[config.mk]
export PLATFORM = sky130hd
export DESIGN_NAME = inst_fetcher
export DESIGN_NICKNAME = d
export VERILOG_FILES = /design/src/rtl/inst_fetcher_pkg.sv /design/src/rtl/inst_fetcher_fifo.sv /design/src/rtl/inst_fetcher.sv
export SDC_FILE = /design/constraint.sdc
export NUM_CORES = 1
export LEC_CHECK = 0
export BUFFER_PORTS_ARGS = -buffer_cell sky130_fd_sc_hd__buf_4
export CORE_MARGIN = 4
export CORE_UTILIZATION = 30
export DETAILED_ROUTE_END_ITERATION = 8
export GPL_TIMING_DRIVEN = 0
export SYNTH_ARGS = -nofsm -noshare
export SYNTH_HDL_FRONTEND = slang
export SYNTH_HIERARCHICAL = 1
export SYNTH_SLANG_ARGS = --single-unit
[constraint.sdc]
create_clock -name clk -period 12.5 [get_ports clk]
set_clock_uncertainty 0.05 [all_clocks]
set_input_delay 1.25 -clock clk [delete_from_list [all_inputs] [get_ports clk]]
set_output_delay 1.25 -clock clk [all_outputs]
set_load 0.02 [all_outputs]
[src/rtl/inst_fetcher_pkg.sv]
// Shared types for the instruction fetcher: machine widths, fetch FSM states and
// the buffered entry layout (PC plus instruction word).
package inst_fetcher_pkg;

  localparam int XLEN = 64;
  localparam int ILEN = 32;

  typedef logic [XLEN-1:0] UIntX;
  typedef logic [ILEN-1:0] Inst;

  typedef enum logic [1:0] {
    REQ     = 2'd0,
    WAIT    = 2'd1,
    DISCARD = 2'd2
  } FetchState;

  typedef struct packed {
    UIntX addr;
    Inst  bits;
  } FetchEntry;

  localparam int ENTRY_W = $bits(FetchEntry);

  function automatic UIntX align_pc(input UIntX a);
    return {a[XLEN-1:2], 2'b00};
  endfunction

endpackage

[src/rtl/inst_fetcher_fifo.sv]
// Synchronous FIFO; DEPTH must be a power of two so pointers wrap naturally.
// clear has priority over push/pop.
module inst_fetcher_fifo #(
  parameter int WIDTH = 8,
  parameter int DEPTH = 2
) (
  input  logic                     clk,
  input  logic                     rst,
  input  logic                     push,
  input  logic                     pop,
  input  logic                     clear,
  input  logic [WIDTH-1:0]         wdata,
  output logic [WIDTH-1:0]         rdata,
  output logic                     full,
  output logic                     empty,
  output logic [$clog2(DEPTH):0]   count
);

  localparam int AW = $clog2(DEPTH);
  localparam logic [AW:0] DEPTH_C = (AW+1)'(DEPTH);

  logic [WIDTH-1:0] mem_q [DEPTH];
  logic [WIDTH-1:0] mem_d [DEPTH];
  logic [AW-1:0]    wr_ptr_q, wr_ptr_d;
  logic [AW-1:0]    rd_ptr_q, rd_ptr_d;
  logic [AW:0]      count_q, count_d;
  logic             do_push, do_pop;

  assign full  = (count_q == DEPTH_C);
  assign empty = (count_q == '0);
  assign count = count_q;
  assign rdata = mem_q[rd_ptr_q];

  always_comb begin
    mem_d    = mem_q;
    wr_ptr_d = wr_ptr_q;
    rd_ptr_d = rd_ptr_q;
    count_d  = count_q;
    do_pop   = pop && !empty;
    // A full FIFO still accepts a push when the head leaves in the same cycle.
    do_push  = push && (!full || do_pop);
    if (clear) begin
      wr_ptr_d = '0;
      rd_ptr_d = '0;
      count_d  = '0;
    end else begin
      if (do_push) begin
        mem_d[wr_ptr_q] = wdata;
        wr_ptr_d        = wr_ptr_q + AW'(1);
      end
      if (do_pop) begin
        rd_ptr_d = rd_ptr_q + AW'(1);
      end
      case ({do_push, do_pop})
        2'b10:   count_d = count_q + (AW+1)'(1);
        2'b01:   count_d = count_q - (AW+1)'(1);
        default: count_d = count_q;
      endcase
    end
  end

  always_ff @(posedge clk) begin
    if (rst) begin
      wr_ptr_q <= '0;
      rd_ptr_q <= '0;
      count_q  <= '0;
    end else begin
      wr_ptr_q <= wr_ptr_d;
      rd_ptr_q <= rd_ptr_d;
      count_q  <= count_d;
    end
  end

  always_ff @(posedge clk) begin
    mem_q <= mem_d;
  end

endmodule

[src/rtl/inst_fetcher.sv]
// Instruction fetcher: one outstanding memory read, responses buffered with their PC.
// Optional INST_FETCHER_BYPASS_EN forwards a response straight to the core when the FIFO is empty.
module inst_fetcher
  import inst_fetcher_pkg::*;
#(
  parameter int   FIFO_DEPTH = 2,
  parameter UIntX INITIAL_PC = 64'h0
) (
  input  logic                          clk,
  input  logic                          rst,
  output logic                          mem_valid,
  input  logic                          mem_ready,
  output logic [XLEN-1:0]               mem_addr,
  input  logic                          mem_rvalid,
  input  logic [ILEN-1:0]               mem_rdata,
  output logic                          core_valid,
  input  logic                          core_ready,
  output logic [XLEN-1:0]               core_addr,
  output logic [ILEN-1:0]               core_bits,
  input  logic                          flush,
  input  logic [XLEN-1:0]               flush_addr,
  output logic [1:0]                    dbg_state,
  output logic [$clog2(FIFO_DEPTH):0]   dbg_fifo_count
);

  // Handshakes: a transfer happens on a cycle where valid && ready are both high;
  // valid never depends on ready of the same interface.

  FetchState state_q, state_d;
  UIntX      fetch_pc_q, fetch_pc_d;
  UIntX      req_addr_q, req_addr_d;

  FetchEntry push_entry, head_entry, out_entry;
  logic      fifo_push, fifo_pop, fifo_full, fifo_empty;
  logic      bypass_hit;
  logic [$clog2(FIFO_DEPTH):0] fifo_count;

  assign push_entry = '{addr: req_addr_q, bits: mem_rdata};

  always_comb begin
    state_d    = state_q;
    fetch_pc_d = fetch_pc_q;
    req_addr_d = req_addr_q;
    mem_valid  = 1'b0;
    fifo_push  = 1'b0;
    bypass_hit = 1'b0;
    case (state_q)
      REQ: begin
        // Room is judged on the registered count; a same-cycle pop does not count.
        mem_valid = !fifo_full && !flush && !rst;
        if (mem_valid && mem_ready) begin
          req_addr_d = fetch_pc_q;
          fetch_pc_d = fetch_pc_q + UIntX'(4);
          state_d    = WAIT;
        end
      end
      WAIT: begin
        if (mem_rvalid) begin
          state_d = REQ;
`ifdef INST_FETCHER_BYPASS_EN
          bypass_hit = fifo_empty && !flush;
          fifo_push  = !(bypass_hit && core_ready);
`else
          fifo_push  = 1'b1;
`endif
        end
      end
      DISCARD: begin
        if (mem_rvalid) state_d = REQ;
      end
      default: state_d = REQ;
    endcase

    if (flush) begin
      fifo_push  = 1'b0;
      fetch_pc_d = align_pc(flush_addr);
      // A response still owed by memory must be swallowed before issuing again.
      state_d    = ((state_q == WAIT || state_q == DISCARD) && !mem_rvalid) ? DISCARD : REQ;
    end
  end

  assign fifo_pop   = !rst && !fifo_empty && core_ready && !flush;
  assign core_valid = !rst && (!fifo_empty || bypass_hit);
  assign out_entry  = bypass_hit ? push_entry : head_entry;
  assign core_addr  = core_valid ? out_entry.addr : '0;
  assign core_bits  = core_valid ? out_entry.bits : '0;
  assign mem_addr   = fetch_pc_q;

  assign dbg_state      = state_q;
  assign dbg_fifo_count = fifo_count;

  always_ff @(posedge clk) begin
    if (rst) begin
      state_q    <= REQ;
      fetch_pc_q <= INITIAL_PC;
      req_addr_q <= '0;
    end else begin
      state_q    <= state_d;
      fetch_pc_q <= fetch_pc_d;
      req_addr_q <= req_addr_d;
    end
  end

  inst_fetcher_fifo #(
    .WIDTH (ENTRY_W),
    .DEPTH (FIFO_DEPTH)
  ) u_fifo (
    .clk   (clk),
    .rst   (rst),
    .push  (fifo_push),
    .pop   (fifo_pop),
    .clear (flush),
    .wdata (push_entry),
    .rdata (head_entry),
    .full  (fifo_full),
    .empty (fifo_empty),
    .count (fifo_count)
  );

endmodule

==> run summary <==
Layout cells sized above 1 = 26.44%
Final nets = 1,661
Hold EP = u_fifo/mem_q[163]$_DFFE_PP_
Fin crit share = 40.98%
Die H = 224.4 um
Post-synth top area share = 41.05%
Nature of the critical path endpoint = output pin
Cell mode on critical path = clkbuf_1
WHS Path Cells = 0
Filler Cells Inserted = 4,587
Final hold viol count = 0
Clock period minus worst slack = 5.123 ns
Routed via count = 11,100
CP required = 11.20 ns
Largest net degree at the start of global routing = 16
Post-synth EDFFs = 192
Synthesis Warnings = 6
Post-Synthesis Cells = 1,231
Netlist cell types = 65
Bufs and invs on worst path = 5
Slowest cell on crit path = nor2_1
Async set-reset flop share out of synthesis = 0%
DP HPWL = 35.61 mm
Peak supply drop = 0.08681 mV
Synthesized area per cell = 11.41 um2
Outcome = complete, no violations
Yosys top cell by area = edfxtp_1
DP Area = 0.01702 mm2
CORE AREA = 0.04646 mm2
Post-CTS resize count = 0
Hold Crit Class = flip-flop to flip-flop
Cell chain of the critical path = buf_4 -> clkbuf_1 -> nor2_1 -> clkbuf_1 -> clkbuf_1 -> and2_1 -> buf_4
Area Overhead vs Synth = 29.43%
Detail Route Antenna Nets = 0
P_leak = 0.006340 uW
Total GRT Usage = 17.61%
Arr. time, crit path = 3.82 ns
FMAX = 0.1952 GHz
Crit-path max cell delay = 0.99 ns
Routed length per placed instance = 20.99 um
Worst R2R Path Depth = 8
Critical path peak fanout = 10
Final GP Congestion = 0.8879
Port bufs = 263
Fin area = 0.01818 mm2
WL final = 45.92 mm
Clk buf depth = 3
Die X = 224.4 um
Vias per cell = 5.072
Cell family with most CP delay = buffers and inverters
Initial antenna violation count = 0
Initial Util = 30.23%
Synth area leaders = edfxtp_1, dfxtp_1, nand2_1, and2_1, mux2_1
Max-slew headroom = 11.85%
Flop2flop setup slack = 8.92 ns
CTS tree = yes
# DRC = 0
Clock Sink Count = 322
# IOs = 268
Starting DRT DRC Count = 812
Worst R2R Start = u_fifo/count[0]$_SDFFE_PP0P_
Hold Startpoint = req_addr_q[35]$_SDFFE_PP0P_
CTS Buf Count = 35
Critical path class = input port to output pin
First drt pass iteration count = 5
Pins over their slew limit = 0
Final Setup Violations = 0
Grt total ovfl = 0
Hold-fix buffers, CTS = 0
Die footprint = 0.05034 mm2
Cell Pwr Density = 130.5 mW/mm2
Clk root buf = clkbuf_16
Commonest non-fill, non-tap cell in the layout = buf_4
Max-cap violations = 0
Setup Buffers After CTS = 0
Worst Setup Start Kind = input port
N_diodes = 0
Worst slew pin tran = 1.310 ns
#FFs+latches synth = 322
Vias in the first global route = 10,850
H-tree Lvls = 2
First-pass GRT wire length = 67.92 mm
Commonest non-fill, non-tap cells in the layout = buf_4, edfxtp_1, nand2_1, dfxtp_1, and2_1
RSZ-0062 raised after global routing = false
Clk_lat worst skew = 0.54 ns
Register area share after synthesis = 59.59%
Worst-path clk slew = 0.06 ns
Most used DFF post-synth = edfxtp_1
Crit Reg-Reg Endpoint = mem_addr[50]$_SDFFE_PP0P_
Setup total negative slack = 0 ns
Number of core rows = 79
Total power = 2372 uW
Mapped Area = 0.01404 mm2
how the worst max path moves through the flow:
stage / from / to / slack [ns] / cells after the start
2_1_floorplan: flush / u_fifo/mem_q[0]$_DFFE_PP_ / 2.39 / 7
3_3_place_gp: flush / u_fifo/mem_q[37]$_DFFE_PP_ / -3.49 / 8
3_5_place_dp: rst / core_bits[15] / 7.29 / 7
4_1_cts: rst / core_bits[15] / 7.28 / 7
5_1_grt: rst / core_bits[13] / 7.16 / 7
6_report: rst / core_bits[15] / 7.38 / 7
power breakdown:
part	total (uW)	internal, uW	switching [uW]
Sequential	1170	1140	31.4
Clock	1040	614	431
Combinational	158	63.8	93.8
per-layer routing:
layer | up-vias | GRT usage [%] | wire length (um)
li1 | 5172 | - | -
met1 | 5367 | 22.78 | 19140
met2 | 455 | 28.60 | 21430
met3 | 103 | 4.216 | 3470
met4 | 0 | 7.055 | 1877
met5 | - | 0 | 0
final cells by class:
type / count / area (um2) / area share [%]
buffer: 81 / 357.8 / 1.969
clock buffer: 46 / 969.7 / 5.335
clock inverter: 16 / 182.7 / 1.005
inverter: 12 / 45.04 / 0.2478
multi-input combinational: 821 / 5301 / 29.17
sequential: 322 / 8368 / 46.04
tap: 607 / 759.5 / 4.178
timing repair buffer: 283 / 2192 / 12.06
Yosys cell counts, drive strengths merged (14+ instances only):
master / count
a211oi: 14
a21oi: 86
a311oi: 17
and2: 101
buf: 17
clkbuf: 64
dfxtp: 130
edfxtp: 192
mux2: 96
nand2: 183
nand3: 31
nand4: 28
nor2: 57
nor4: 24
o31ai: 16
or4: 25
cell families (layout without fill, tap and decap cells):
| group | count (synthesis) | in the layout | synth area share, % |
|---|---|---|---|
| compound gates | 185 | 185 | 8.517 |
| fa+ha+maj | 3 | 3 | 0.2673 |
| buf+inv | 93 | 438 | 2.869 |
| flops | 322 | 322 | 59.59 |
| xor+xnor | 22 | 22 | 1.372 |
| mux | 99 | 99 | 8.713 |
| simple gates | 506 | 506 | 18.65 |
| other cells | 1 | 6 | 0.02670 |
sequential cells by signal, summed over array words and instances (netlist names):
register / cells
req_addr_q: 62
dbg_state: 2
u_fifo/rd_ptr_q: 1
u_fifo/wr_ptr_q: 1
u_fifo/count: 2
u_fifo/mem_q: 192
mem_addr: 62
metrics by stage:
| step | hold slack [ns] | cells | util [%] | setup slack, ns |
|---|---|---|---|---|
| 3_3_place_gp | 0.3794 | 2106 | 36.15 | -3.493 |
| 2_1_floorplan | 0.3754 | 1236 | - | 2.387 |
| 3_5_place_dp | 0.3884 | 2126 | 36.64 | 7.287 |
| 4_1_cts | 0.4020 | 2188 | 39.12 | 7.280 |
| 6_report | 0.4034 | 2188 | 39.12 | 7.377 |
| 5_1_grt | 0.4154 | 2188 | 39.12 | 7.164 |
Note: power is estimated with default switching activity, not from simulation.
